### config.mk
export PLATFORM = sky130hd
export DESIGN_NAME = rs_pp_sink_fifo
export DESIGN_NICKNAME = d
export VERILOG_FILES = /design/src/rtl/rs_pp_pkg.sv /design/src/rtl/rs_pp_sdp_ram.sv /design/src/rtl/rs_pp_sink_fifo.sv
export SDC_FILE = /design/constraint.sdc
export NUM_CORES = 1
export LEC_CHECK = 0
export BUFFER_PORTS_ARGS = -buffer_cell sky130_fd_sc_hd__buf_4
export CAP_MARGIN = 5
export CORE_MARGIN = 5
export CORE_UTILIZATION = 61
export CTS_CLUSTER_DIAMETER = 40
export DETAILED_ROUTE_END_ITERATION = 8
export GPL_ROUTABILITY_DRIVEN = 1
export PLACE_DENSITY = 0.79
export SYNTH_ARGS = -nofsm -noshare
export SYNTH_HDL_FRONTEND = slang
export SYNTH_SLANG_ARGS = --single-unit
### constraint.sdc
create_clock -name clk -period 5.3 [get_ports clk]
set_clock_uncertainty 0.2 [all_clocks]
set_input_delay 0.53 -clock clk [delete_from_list [all_inputs] [get_ports clk]]
set_output_delay 0.53 -clock clk [all_outputs]
set_load 0.03 [all_outputs]
### src/rtl/rs_pp_pkg.sv
// Shared constants and helpers for the pipeline sink FIFO.
// Provides the default grace period and the pointer-width function.
package rs_pp_pkg;

    // One register forward plus one register back per pipeline level.
    localparam int GRACE_PER_LEVEL      = 2;
    localparam int DEFAULT_LEVELS       = 2;
    localparam int DEFAULT_GRACE_PERIOD = GRACE_PER_LEVEL * DEFAULT_LEVELS;

    function automatic int ptr_width(input int depth);
        return $clog2(depth);
    endfunction

endpackage

### src/rtl/rs_pp_sdp_ram.sv
// Simple dual-port storage: one synchronous write port, one async read port.
// Ports: clk, we/waddr/wdata (write), raddr/rdata (combinational read).
module rs_pp_sdp_ram #(
    parameter int DATA_WIDTH = 32,
    parameter int DEPTH      = 16,
    parameter int AW         = 4
) (
    input  logic                  clk,
    input  logic                  we,
    input  logic [AW-1:0]         waddr,
    input  logic [DATA_WIDTH-1:0] wdata,
    input  logic [AW-1:0]         raddr,
    output logic [DATA_WIDTH-1:0] rdata
);

    logic [DATA_WIDTH-1:0] mem [DEPTH];

    always_ff @(posedge clk) begin
        if (we) begin
            mem[waddr] <= wdata;
        end
    end

    assign rdata = mem[raddr];

endmodule

### src/rtl/rs_pp_sink_fifo.sv
// Sink FIFO at the tail of a credit-less pipeline: accepts every write, raises
// a registered early-full credit GRACE_PERIOD entries before the real limit.
// Ports: clk, rst_n (async low); if_din/if_write/if_full_n (upstream side);
// if_dout/if_empty_n/if_read (FWFT consumer side); overflow (sticky error).
// Optional macro RS_PP_OVERFLOW_DETECT_EN enables the sticky overflow flag;
// without it overflow is tied low (words are still dropped when full).
module rs_pp_sink_fifo
    import rs_pp_pkg::*;
#(
    parameter int DATA_WIDTH   = 32,
    parameter int DEPTH        = 16,
    parameter int GRACE_PERIOD = DEFAULT_GRACE_PERIOD
) (
    input  logic                  clk,
    input  logic                  rst_n,
    input  logic [DATA_WIDTH-1:0] if_din,
    input  logic                  if_write,
    output logic                  if_full_n,
    output logic [DATA_WIDTH-1:0] if_dout,
    output logic                  if_empty_n,
    input  logic                  if_read,
    output logic                  overflow
);

    localparam int PW = ptr_width(DEPTH);
    localparam logic [PW:0] CNT_FULL = (PW+1)'(DEPTH);
    localparam logic [PW:0] CNT_THR  = (PW+1)'(DEPTH - GRACE_PERIOD);

    logic [PW-1:0] wr_ptr;
    logic [PW-1:0] rd_ptr;
    logic [PW:0]   count;
    logic [PW:0]   count_next;
    logic          full_n_q;
    logic          rd_acc;
    logic          wr_acc;

    // A read is only honoured on a visible head; a write at full is only
    // honoured when a read frees the slot in the same cycle.
    always_comb begin
        rd_acc     = if_read && (count != '0);
        wr_acc     = if_write && ((count != CNT_FULL) || rd_acc);
        count_next = count;
        unique case ({wr_acc, rd_acc})
            2'b10:   count_next = count + 1'b1;
            2'b01:   count_next = count - 1'b1;
            default: count_next = count;
        endcase
    end

    always_ff @(posedge clk or negedge rst_n) begin
        if (!rst_n) begin
            wr_ptr   <= '0;
            rd_ptr   <= '0;
            count    <= '0;
            full_n_q <= 1'b0;
        end else begin
            if (wr_acc) wr_ptr <= wr_ptr + 1'b1;
            if (rd_acc) rd_ptr <= rd_ptr + 1'b1;
            count    <= count_next;
            full_n_q <= (count_next < CNT_THR);
        end
    end

    rs_pp_sdp_ram #(
        .DATA_WIDTH(DATA_WIDTH),
        .DEPTH     (DEPTH),
        .AW        (PW)
    ) u_ram (
        .clk  (clk),
        .we   (wr_acc),
        .waddr(wr_ptr),
        .wdata(if_din),
        .raddr(rd_ptr),
        .rdata(if_dout)
    );

    assign if_full_n  = full_n_q;
    assign if_empty_n = (count != '0);

`ifdef RS_PP_OVERFLOW_DETECT_EN
    logic ovf_q;

    always_ff @(posedge clk or negedge rst_n) begin
        if (!rst_n) begin
            ovf_q <= 1'b0;
        end else if (if_write && !wr_acc) begin
            ovf_q <= 1'b1;
        end
    end

    assign overflow = ovf_q;
`else
    assign overflow = 1'b0;
`endif

endmodule

After elaboration in Yosys (flattened, before gate mapping) --
Memory sizes are Yosys's and may differ from the RTL's. Cells that the tools add are included.
Operators by class: add/subtract/negate cells 4, magnitude comparators 1, equality and inequality tests 3, muxes and demuxes 3, reduce and logical (&&, ||, !) cells 4
Operators by type and width (number):
- 5-bit case mux with 2 select lines | 1
- 4-bit by 1-bit adder with 4-bit output (second input constant) | 2
- 5-bit by 1-bit adder with 5-bit output (second input constant) | 1
- 5-bit by 4-bit less-than comparator with 1-bit output (second input constant) | 1
- 5-bit != test (second input constant) | 1
- 5-bit nonzero test | 1
- 5-bit by 1-bit subtractor with 5-bit output (second input constant) | 1
- 2-bit by 1-bit equality test with 1-bit output (second input constant) | 1
- 2-bit equality test (second input constant) | 1
- 1-bit logical AND | 2
- 1-bit 2-to-1 mux | 2
- 1-bit logical OR | 1
Storage, ports and cells: register bits after elaboration 14, memory bits (writable) 512, input port bits 36, output and inout bits 35, memories 1
Memory list:
- u_ram.mem | depth 16, width 32, rd ports 1, clocked after memory_dff 0, wr ports 1, RTL line rs_pp_sdp_ram.sv:16 | logic [DATA_WIDTH-1:0] mem [DEPTH];

Depth between registers and ports, before layout --
Gate-level depths: netlist of the first run.
depth in word-level cells 7, mapped depth 10, gate-level depth less buffers 10

Hierarchy --
Synthesis of the first run repeated with hierarchy kept, for this count alone.
Unflattened totals: cell total of the unflattened synthesis 880, area, all modules 20025.5 µm²
Modules (own cells, without submodules):
- rs_pp_sdp_ram | times used 1, cells each 806, area each 19213.4 µm², sequential area each 15374.7 µm²
- rs_pp_sink_fifo | times used 1, cells each 74, area each 812.0 µm², sequential area each 350.3 µm²

Worst setup path after synthesis of the first run --
OpenSTA, ideal clock, no wires.
kind input to register, from input port if_read, to memory u_ram.mem[3][0], enable pin, setup time 0.461 ns, arrival 3.319 ns, setup slack 1.320 ns, cell stages on the path 4, buffers on the path 0, path through inv_1 a31oi_2 nand2_1 nor3_1
Between the ends: longest elaborated chain between the ends 5
RTL lines:
- from (decl) | RTL line rs_pp_sink_fifo.sv:21 | input logic if_read,
- 1-bit logical AND | RTL line rs_pp_sink_fifo.sv:40 | rd_acc = if_read && (count != '0);
- 1-bit logical OR | RTL line rs_pp_sink_fifo.sv:41 | wr_acc = if_write && ((count != CNT_FULL) || rd_acc);
- 1-bit logical AND | RTL line rs_pp_sink_fifo.sv:41
- 1-bit 2-to-1 mux | RTL line rs_pp_sdp_ram.sv:19 | if (we) begin
- 1-bit 2-to-1 mux (not written as such) | RTL line rs_pp_sdp_ram.sv:20 | mem[waddr] <= wdata;
- to (decl) | RTL line rs_pp_sdp_ram.sv:16
Every way passes these cells.

Final worst setup path of the first run --
from register rd_ptr[0], to output port if_dout[25]
Between the ends: longest elaborated chain between the ends 1
RTL lines:
- from (decl) | RTL line rs_pp_sink_fifo.sv:30 | logic [PW-1:0] rd_ptr;
- from (signal assigned) | RTL line rs_pp_sink_fifo.sv:58 | if (rd_acc) rd_ptr <= rd_ptr + 1'b1;
- memory 16 x 32 bit
- to (decl) | RTL line rs_pp_sink_fifo.sv:19 | output logic [DATA_WIDTH-1:0] if_dout,
Every way passes these cells.

==> results of run 1 <==
## power by group through the flow
stage          clock network [W]  logic (W)  registers, W
2_1_floorplan                  0    0.00285       0.00522
3_3_place_gp                   0    0.00388       0.00541
3_5_place_dp                   0    0.00395       0.00544
4_1_cts                  0.00366    0.00399       0.00536
5_1_grt                  0.00385    0.00420       0.00540
6_report                 0.00361    0.00393       0.00535
## cells in the final DEF, fill, tap and decap left out, drive strengths merged
cell,synthesis,final
edfxtp,512,512
mux4,128,128
buf,26,93
a22oi,64,64
clkbuf,22,58
nand2,45,45
clkinv,0,29
inv,10,16
dfrtp,14,14
nor2,13,13
ha,9,9
xnor2,7,7
nor3,6,6
nand2b,3,3
nand4,3,3
bufinv,0,3
nor2b,3,3
a21oi,2,2
xor2,2,2
o21ai,2,2
mux2i,2,2
clkinvlp,0,2
a31oi,2,2
and2,1,1
nor4,1,1
a21o,1,1
o2111ai,1,1
or4,1,1
nor4b,1,1
or2,1,1
o22ai,1,1
nand3,1,1
o2111a,1,1
mux2,1,1
fa,1,1
conb,1,1
dlygate4sd3,0,1
## per-layer routing
metal | global-route usage, % | up-vias
met5 | 0 | -
met4 | 4.72 | 0
met3 | 5.13 | 50
met2 | 39.9 | 510
met1 | 34.1 | 5062
li1 | - | 3951
## worst max-delay path, stage by stage (launching register included)
cell and delay, ns:
dfrtp_4 0.94, buf_12 0.40, mux4_2 0.57, a22oi_1 0.29
nand2_1 0.15, buf_4 0.19
## cells by family (layout without fill, tap and decap cells)
kind of cell	after synthesis	in the layout	synth area share, %
compound gates	74	74	2.76
xor+xnor	9	9	0.393
fa+ha+maj	10	10	0.662
buf+inv	58	202	1.44
flops	526	526	78.5
mux	131	131	14.5
other cells	1	1	0.0187
simple gates	79	79	1.72
## stage by stage
stage               power (W)  instance area, um2  setup slack [ns]
floorplan             0.00807               20000              1.32
global route           0.0135               23000              1.14
finish                 0.0129               23000              1.38
CTS                    0.0130               23000              1.27
global placement      0.00929               21200              1.96
detailed placement    0.00938               21200              1.92
## state kept, by name, summed over array words and instances (netlist names)
signal and flops:
wr_ptr 4, if_full_n 1, u_ram.mem 512, rd_ptr 4, count 5
## what timing repair did
item / CTS / global route
endpoints found under the hold margin: 14 / 0
setup endpoints to repair: 0 / 0
hold buffers: 1 / 0
## final cells by class
class	count	share of cell area, %
clock inverters	40	1.38
multi-input cells	304	18.1
inverters	10	0.163
repair buffers	94	3.36
well taps	442	2.41
clock buffers	58	6.04
flip-flops and latches	526	68.5
## path summary, 6_finish.rpt
path,slack [ns],from,depth (start not counted),to
worst max-delay path,1.38,rd_ptr[0],5,if_dout[25]
worst min-delay path,0.05,if_din[19],1,u_ram.mem[4][19]
worst max register to register,1.96,count[0],10,if_full_n
worst min register to register,0.33,count[0],1,count[0]
max in group asynchronous,4.49,rst_n,2,rd_ptr[0]
min in group asynchronous,0.22,rst_n,2,count[0]
==> metrics.md, run 1 <==
| Metric | Value |
|---|---|
| Startpoint type of the worst setup path | `register` |
| Initial Util | `61.7%` |
| Reg area | `0.0157 mm2` |
| H-tree levels | `2` |
| Synth Flop Type | `edfxtp_1` |
| Num rows | `between 60 and 70` |
| Post-Syn Area | `roughly 0.020 mm2` |
| Number of flops mapped to enable cells by yosys | `~510` |
| N_diodes | `0` |
| CTS Buffer Depth | `3` |
| Reg power frac | `roughly 42%` |
| Final Hold Viols | `0` |
| Hold Crit Class | `in -> reg` |
| Crit Path Category | `reg -> out` |
| Leakage power | `7.48 nW` |
| Fmax | `0.255 GHz` |
| Vias in the first global route | `~10k` |
| Final period demand of the worst path | `between 3 and 4 ns` |
| CTS buffer count | `54` |
| Max cap viols | `0` |
| Post-CTS sizing | `0` |
| CP Capture Type | `output pin` |
| Top Layer Used | `met4` |
| TNS Setup | `0 ns` |
| Relative slew margins | `21.1%` |
| Routed wire length per instance | `28.8 um` |
| Slew Limit Fails | `0` |
| PD cells | `between 500 and 600 mW/mm2` |
| Met1 WL | `16300 um` |
| Sequential fraction of the synthesis area | `78.5%` |
| CP Data Required Time | `roughly 4.6 ns` |
| IO Port Bufs | `69` |
| Synth top area share | `76.7%` |
| Critical path data arrival time | `3.19 ns` |
| Flip-flop and latch count after synthesis | `526` |
| Core ar. | `0.0325 mm2` |
| Worst-Skew Late Latency | `~0.57 ns` |
| CTS Root Cell | `clkbuf_16` |
| Post-DRT Antenna Nets | `0` |
| Initial antenna violation count | `0` |
| Distinct cells, synth | `37` |
| Status | `finished, final reports clean` |
| CTS tree | `done` |
| Drt initial violations | `1158` |
| Wire length on met2 | `21800 um` |
| Total net switching power | `0.00415 W` |
| Gp weighted congestion | `0.744` |
| Crit path max fanout | `47` |
| Internal power | `0.00875 W` |
| Count leader, synth | `edfxtp_1` |
| Largest net degree at the start of global routing | `57` |
| Nets | `1036` |
| Most frequent cells after synthesis | `edfxtp_1, mux4_2, a22oi_1` |
| Vias | `between 9k and 10k` |
| First-pass iteration count of the detailed router | `5` |
| Fin cells | `1474` |
| Worst-path clk slew | `0.07 ns` |
| Placed insts | `1375` |
| Chip Width | `about 190 um` |
| First-pass GRT wire length | `approximately 64000 um` |
| Worst ir drop on vdd | `0.432 mV` |
| Synthesized net count | `934` |
| DP HPWL | `between 20000 and 25000 um` |
| Async S/R FF share, synth | `about 2.7%` |
| Syn Inst Count | `888` |
| Net Sw Frac | `32.2%` |
| GRT overflow | `0` |
| Finished Core Util | `70.7%` |
| Tightest Pin Transition | `~1.2 ns` |
| Total Routed Length | `~42000 um` |
| Metal3 WL | `approximately 3900 um` |
| Post-Syn Area per Cell | `around 23 um2` |
| Setup repair bufs after CTS | `0` |
| Clock power frac | `28.0%` |
| Die area | `0.0366 mm2` |
| Combinational Power Share | `30.5%` |
| Period utilisation layout | `73.9%` |
| Layout cell share with drive strength beyond 1 | `31.9%` |
| DRC viols | `0` |
| Worst hold margin | `0.0504 ns` |
| Top cells by area, synth | `edfxtp_1, mux4_2, a22oi_1, dfrtp_1, nand2_1` |
| Clock Sinks | `526` |
| Largest area contributor in the netlist | `edfxtp_1` |
| Io pins | `71` |
| Multi-input logic area | `between 0.004 and 0.005 mm2` |
| Area grow syn2layout | `14.6%` |
| Synth warn | `0` |
| RSZ-0062 raised after global routing | `false` |
| Global Route Usage Sum | `roughly a quarter` |
| Filler cells | `approximately 1.9k` |
| Die Y | `roughly 190 um` |
| Vias/cell | `6.49` |
| # setup viols final | `0` |
No activity file was read; power rests on OpenSTA's default activity.
==> run 2: changes to the inputs <==
- CORE_UTILIZATION: 61 -> 55
- PLACE_DENSITY: 0.79 -> 0.75
- clock period: 5.3 -> 3.25 ns (I/O delays scaled with it)
==> run 2 against run 1 <==
Via count up 1.8%; cell count up 6.0%; die area up 10%; worst hold slack worse by 0.019 ns; register-to-register slack worse by 1.7 ns; sequential share of layout area down 3.1 points; non-clock buffer count up 55; critical path depth unchanged; utilization down 4.4 points; combinational power up 78%; critical path type unchanged; largest power group unchanged.
==> metrics.md, run 2 (synthesized netlist as in run 1, its figures left out) <==
| Metric | Value |
|---|---|
| Status | `finished, final reports clean` |
| Io pins | `roughly 70` |
| Total Routed Length | `42500 um` |
| CTS tree | `done` |
| Layout cell share with drive strength beyond 1 | `around 33%` |
| Top reg by flops | `u_ram.mem` |
| Net Sw Frac | `between 30 and 40%` |
| Final Cell Area | `between 0.02 and 0.025 mm2` |
| H-tree levels | `2` |
| Clock power frac | `30.7%` |
| Most common cell after layout, fill and taps aside | `edfxtp_1` |
| Tot Pwr | `0.0225 W` |
| Max cap viols | `0` |
| Hold Crit Class | `in -> reg` |
| PD cells | `between 900 and 1000 mW/mm2` |
| Crit Path Category | `reg -> out` |
| IO Port Bufs | `a little under 70` |
| GRT overflow | `0` |
| Relative slew margins | `~54%` |
| TNS Setup | `0 ns` |
| Startpoint type of the worst setup path | `register` |
| Global Route Usage Sum | `roughly a fifth` |
| Period utilisation layout | `94.8%` |
| First-pass GRT wire length | `roughly 64000 um` |
| Max FFs per register | `between 500 and 600` |
| CP Cell Sequence | `buf_12 -> mux4_2 -> a22oi_1 -> nand2_1 -> buf_4` |
| Most frequent cells in the layout | `edfxtp_1, mux4_2, buf_4` |
| Nets | `1095` |
| First-pass iteration count of the detailed router | `5` |
| Worst ir drop on vdd | `0.821 mV` |
| Gp weighted congestion | `0.738` |
| Reg power frac | `38.1%` |
| CP Capture Type | `output pin` |
| Initial Util | `55.3%` |
| # setup viols final | `0` |
| Routed wire length per instance | `27.2 um` |
| Die area | `between 0.04 and 0.05 mm2` |
| DP Area | `0.0216 mm2` |
| Worst path slowest cell | `dfrtp_4` |
| Final Hold Viols | `0` |
| Internal power | `0.0154 W` |
| Combinational Power Share | `31.1%` |
| DRC viols | `0` |
| Worst hold margin | `0.0315 ns` |
| CTS Root Cell | `clkbuf_16` |
| Die Y | `201 um` |
| Largest regs | `u_ram.mem (512), count (5)` |
| Clock Sinks | `526` |
| Initial antenna violation count | `3` |
| Fmax | `0.325 GHz` |
| Leakage power | `7.95 nW` |
| Critical path data arrival time | `2.56 ns` |
| DP HPWL | `22600 um` |
| CP Data Required Time | `2.72 ns` |
| Num rows | `70` |
| Core ar. | `between 0.03 and 0.04 mm2` |
| CTS Buffer Depth | `3` |
| Drt initial violations | `about 1000` |
| Vias | `approximately 9.7k` |
| Total net switching power | `0.00701 W` |
| Slew Limit Fails | `0` |
| Worst-path clk slew | `about 0.060 ns` |
| RSZ-0062 raised after global routing | `false` |
| Area grow syn2layout | `20.0%` |
| Vias in the first global route | `~10k` |
| Largest net degree at the start of global routing | `50` |
| Tightest Pin Transition | `0.695 ns` |
| Post-DRT Antenna Nets | `0` |
| Chip Width | `201 um` |
| CTS buffer count | `58` |
| Worst path max stage delay | `around 0.66 ns` |
| Crit path max fanout | `49` |
| Vias/cell | `6.24` |
| Worst-Skew Late Latency | `0.59 ns` |
| Final period demand of the worst path | `3.08 ns` |
-- run 2: power by group through the flow --
stage / logic [W] / clock network, W / registers, W
finish: 0.00699 / 0.00690 / 0.00856
global route: 0.00745 / 0.00736 / 0.00862
CTS: 0.00699 / 0.00702 / 0.00861
detailed placement: 0.00682 / 0 / 0.00876
global placement: 0.00672 / 0 / 0.00871
floorplan: 0.00466 / 0 / 0.00850
-- run 2: routing by layer --
metal  vias up  GRT usage (%)  routed length (um)
li1       4074              -                   -
met1      5172           29.5               16600
met2       433           35.2               21700
met3        66           4.64                3360
met4         4           5.58                 836
met5         -              0                  27
-- run 2: path summary, 6_finish.rpt --
check	slack (ns)	from	depth (start not counted)	to
worst max-delay path	0.17	rd_ptr[1]	5	if_dout[4]
worst min-delay path	0.03	if_read	5	rd_ptr[2]
worst max register to register	0.25	count[0]	8	if_full_n
worst min register to register	0.36	count[0]	1	count[0]
max in group asynchronous	1.64	rst_n	3	rd_ptr[0]
min in group asynchronous	0.69	rst_n	3	wr_ptr[2]
-- run 2: per-stage QoR --
step	worst slack, ns	cells	utilization (%)
final	0.169	1563	66.3
after global routing	0.00383	1563	66.3
after CTS	0.000632	1558	66.2
after detailed placement	0.101	1418	59.5
after global placement	0.200	1418	59.5
after floorplan	0.206	888	-
-- run 2: area by class of cell --
| type | instances | area, um2 |
|---|---|---|
| antenna | 1 | 2.50 |
| clock buffer | 69 | 1530 |
| clock inverter | 36 | 522 |
| fill | 2276 | 12200 |
| inverter | 10 | 37.5 |
| multi-input combinational | 304 | 4190 |
| sequential | 526 | 15700 |
| tap | 468 | 586 |
| timing repair buffer | 149 | 1450 |
-- run 2: repair_timing --
action | in CTS | in global routing
buffers inserted | 1 | 4
endpoints found under the hold margin | 526 | 0
gates resized for setup | 0 | 1
hold buffers | 34 | 0
endpoints found under the setup margin | 26 | 9
pin swaps | 0 | 0
gates cloned | 0 | 0
-- run 2: critical path, delay by kind of cell (launching register included) --
| family | cells | cell delay [ns] |
|---|---|---|
| muxes | 1 | 0.35 |
| AOI/OAI and AO/OA | 1 | 0.30 |
| and+or+nand+nor | 1 | 0.11 |
| buffers and inverters | 2 | 0.52 |
| DFF | 1 | 0.66 |
==> run 3: changes to the inputs <==
- ABC_AREA: not set -> 1
- CORE_UTILIZATION: 55 -> 56
- PLACE_DENSITY: 0.75 -> 0.76
==> run 3 against run 2 <==
Area after synthesis up 7.4%; global-route usage up 2.4 points; worst hold slack better by 0.29 ns; clock-buffer cell count up 2; flip-flop and latch count unchanged; via count up 43%; sequential power down 2%; die area up 5.2%; total power up 4.3%; wire length up 19%; utilization down 0.14 points; sequential share of layout area down 2.5 points; critical endpoint is now if_dout[13].
==> metrics.md, run 3 <==
| Metric | Value |
|---|---|
| Post-Syn Area | `roughly 0.022 mm2` |
| Initial Util | `57.0%` |
| Num rows | `71` |
| Largest net degree at the start of global routing | `116` |
| First-pass iteration count of the detailed router | `9` |
| Synth Flop Type | `edfxtp_1` |
| Critical R2R Launch | `count[1]` |
| Chip Width | `206 um` |
| Drt initial violations | `between 1.5k and 2k` |
| Most common cell after layout, fill and taps aside | `edfxtp_1` |
| Die Y | `206 um` |
| Setup ws final | `0.0727 ns` |
| Flip-flop and latch count after synthesis | `526` |
| CP Cell Sequence | `inv_8 -> buf_16 -> nor2_1 -> nor2_1 -> o21ai_0 -> nand3_1 -> nand3_1 -> nand2_1 -> buf_4` |
| Count leader, synth | `edfxtp_1` |
| Global Route Usage Sum | `23.7%` |
| Worst path max stage delay | `~0.61 ns` |
| Gp weighted congestion | `~0.79` |
| Reg2reg end | `if_full_n` |
| Post-Syn Area per Cell | `approximately 12 um2` |
| Vias | `13.9k` |
| Max FFs per register | `512` |
| Largest regs | `u_ram.mem (512), count (5)` |
| Slew Limit Fails | `0` |
| Worst hold margin | `0.326 ns` |
| Critical path origin | `rd_ptr[0]` |
| Hold Crit Class | `reg -> reg` |
| Period utilisation layout | `97.8%` |
| CP Capture Type | `output pin` |
| IO Port Bufs | `roughly 70` |
| DRC viols | `0` |
| Multi-input logic area | `0.00481 mm2` |
| Area grow syn2layout | `16.2%` |
| Synth top area share | `between 70% and 80%` |
| Relative slew margins | `slightly below 40%` |
| Worst ir drop on vdd | `0.605 mV` |
| Setup WS pre-CTS | `0.237 ns` |
| Fmax | `0.315 GHz` |
| CTS buffer count | `57` |
| Top reg by flops | `u_ram.mem` |
| Tightest Pin Transition | `about 0.9 ns` |
| Die area | `0.0424 mm2` |
| Top cells by area, synth | `edfxtp_1, nor2_1, nand3_1, o211ai_1, nand2_1` |
| Fin cells | `~2.4k` |
| Most frequent cells in the layout | `edfxtp_1, nor2_1, nand3_1` |
| Most frequent cells after synthesis | `edfxtp_1, nor2_1, nand3_1` |
| Final period demand of the worst path | `3.18 ns` |
| First-pass GRT wire length | `between 70000 and 80000 um` |
| Nets | `1897` |
| FF-to-FF setup slack | `about 0.32 ns` |
| Vias in the first global route | `between 10k and 15k` |
| H-tree levels | `2` |
| Worst-path clk slew | `approximately 0.06 ns` |
| Largest area contributor in the netlist | `edfxtp_1` |
| Clock Sinks | `~530` |
| Worst path slowest cell | `dfrtp_4` |
| DP HPWL | `26200 um` |
| GRT overflow | `0` |
| CTS Root Cell | `clkbuf_16` |
| Final Hold Viols | `0` |
| Placed insts | `2265` |
| Async S/R FF share, synth | `under 10%` |
| Syn Inst Count | `1748` |
| TNS Setup | `0 ns` |
| Vias/cell | `between 5 and 6` |
| Crit path capture | `if_dout[13]` |
| Startpoint type of the worst setup path | `register` |
| Initial antenna violation count | `1` |
| Reg area | `roughly 0.016 mm2` |
| Layout cell share with drive strength beyond 1 | `11.6%` |
| Io pins | `around 70` |
| Routed wire length per instance | `21.1 um` |
| CTS tree | `done` |
| CTS Buffer Depth | `3` |
| Crit Path Category | `reg -> out` |
| Filler cells | `2612` |
| Crit path max fanout | `between 40 and 50` |
| Leakage power | `8.95 nW` |
| Synth warn | `0` |
| Core ar. | `~0.038 mm2` |
| Distinct cells, synth | `26` |
| PD cells | `937 mW/mm2` |
| Number of flops mapped to enable cells by yosys | `a little over 500` |
| Sequential fraction of the synthesis area | `73.1%` |
| Max cap viols | `0` |
| Status | `finished, final reports clean` |
| Worst-Skew Late Latency | `0.59 ns` |
| Critical path data arrival time | `around 2.7 ns` |
| Reg2Reg Depth | `12` |
| # setup viols final | `0` |
| Synthesized net count | `1794` |
| Total Routed Length | `50800 um` |
| Post-DRT Antenna Nets | `0` |
| CP Data Required Time | `2.72 ns` |
## run 3: changes by cell type after synthesis, moves of 7 or more
cell,delta
nor2_1,+330
nand3_1,+203
mux4_2,-128
nand2_1,+111
inv_1,+107
o21ai_0,+105
o211ai_1,+92
a22oi_1,-64
o21ai_1,+62
buf_2,+26
buf_6,+13
clkbuf_1,+8
buf_4,+7
## run 3: worst min path at each step
stage | slack [ns] | endpoint | from | cells past startpoint
2_1_floorplan | -0.17 | count[0] | rst_n | 0
3_3_place_gp | -0.01 | count[3] | rst_n | 1
3_5_place_dp | -0.01 | if_full_n | rst_n | 1
4_1_cts | 0.32 | count[0] | count[0] | 1
5_1_grt | 0.36 | count[0] | count[0] | 1
6_report | 0.33 | count[0] | count[0] | 1
## run 3: where the power goes
part | internal [W] | switching [W] | total [W]
logic | 0.00272 | 0.00581 | 0.00853
registers | 0.00817 | 0.000261 | 0.00843
clock network | 0.00385 | 0.00262 | 0.00647
total | 0.0147 | 0.00869 | 0.0234
## run 3: area by class of cell
class | count | area share (%)
clock inverters | 33 | 1.55
flip-flops and latches | 526 | 62.9
well taps | 511 | 2.56
diodes | 1 | 0.0100
multi-input cells | 995 | 19.3
repair buffers | 150 | 5.82
inverters | 121 | 1.87
clock buffers | 71 | 6.00
## run 3: routing by layer
metal  routed length (um)  global-route usage, %
met4                 1340                   7.30
met5                    0                      0
met2                25000                   39.7
met1                20100                   32.4
met3                 4330                   3.95
## run 3: critical path, delay by kind of cell (launching register included)
kind | cells | cell delay [ns]
AOI/OAI and AO/OA | 1 | 0.16
buffers and inverters | 3 | 0.63
DFF | 1 | 0.61
and+or+nand+nor | 5 | 0.61
## run 3: repair_timing
action                                 4_1_cts  5_1_grt
endpoints found under the hold margin      530        0
hold buffers                                37        0
gates resized for setup                      1        3
buffers inserted                             0        1
setup endpoints to repair                    1        8
## run 3: cell families after synthesis
kind of cell	share of synthesized area, %
xor gates and xnor gates	0.285
buffers and inverters	5.09
DFF	73.1
adders and majority gates	0.616
AOI/OAI and AO/OA	7.33
other	0.0174
and+or+nand+nor	13.6
## run 3: metrics by stage
| step | total power (W) | instance area (um2) | util, % |
|---|---|---|---|
| after floorplan | 0.0143 | 21500 | - |
| after global placement | 0.0167 | 22700 | 60.1 |
| after detailed placement | 0.0169 | 22700 | 60.1 |
| after CTS | 0.0234 | 25000 | 66.1 |
| after global routing | 0.0246 | 25000 | 66.2 |
| final | 0.0234 | 25000 | 66.2 |
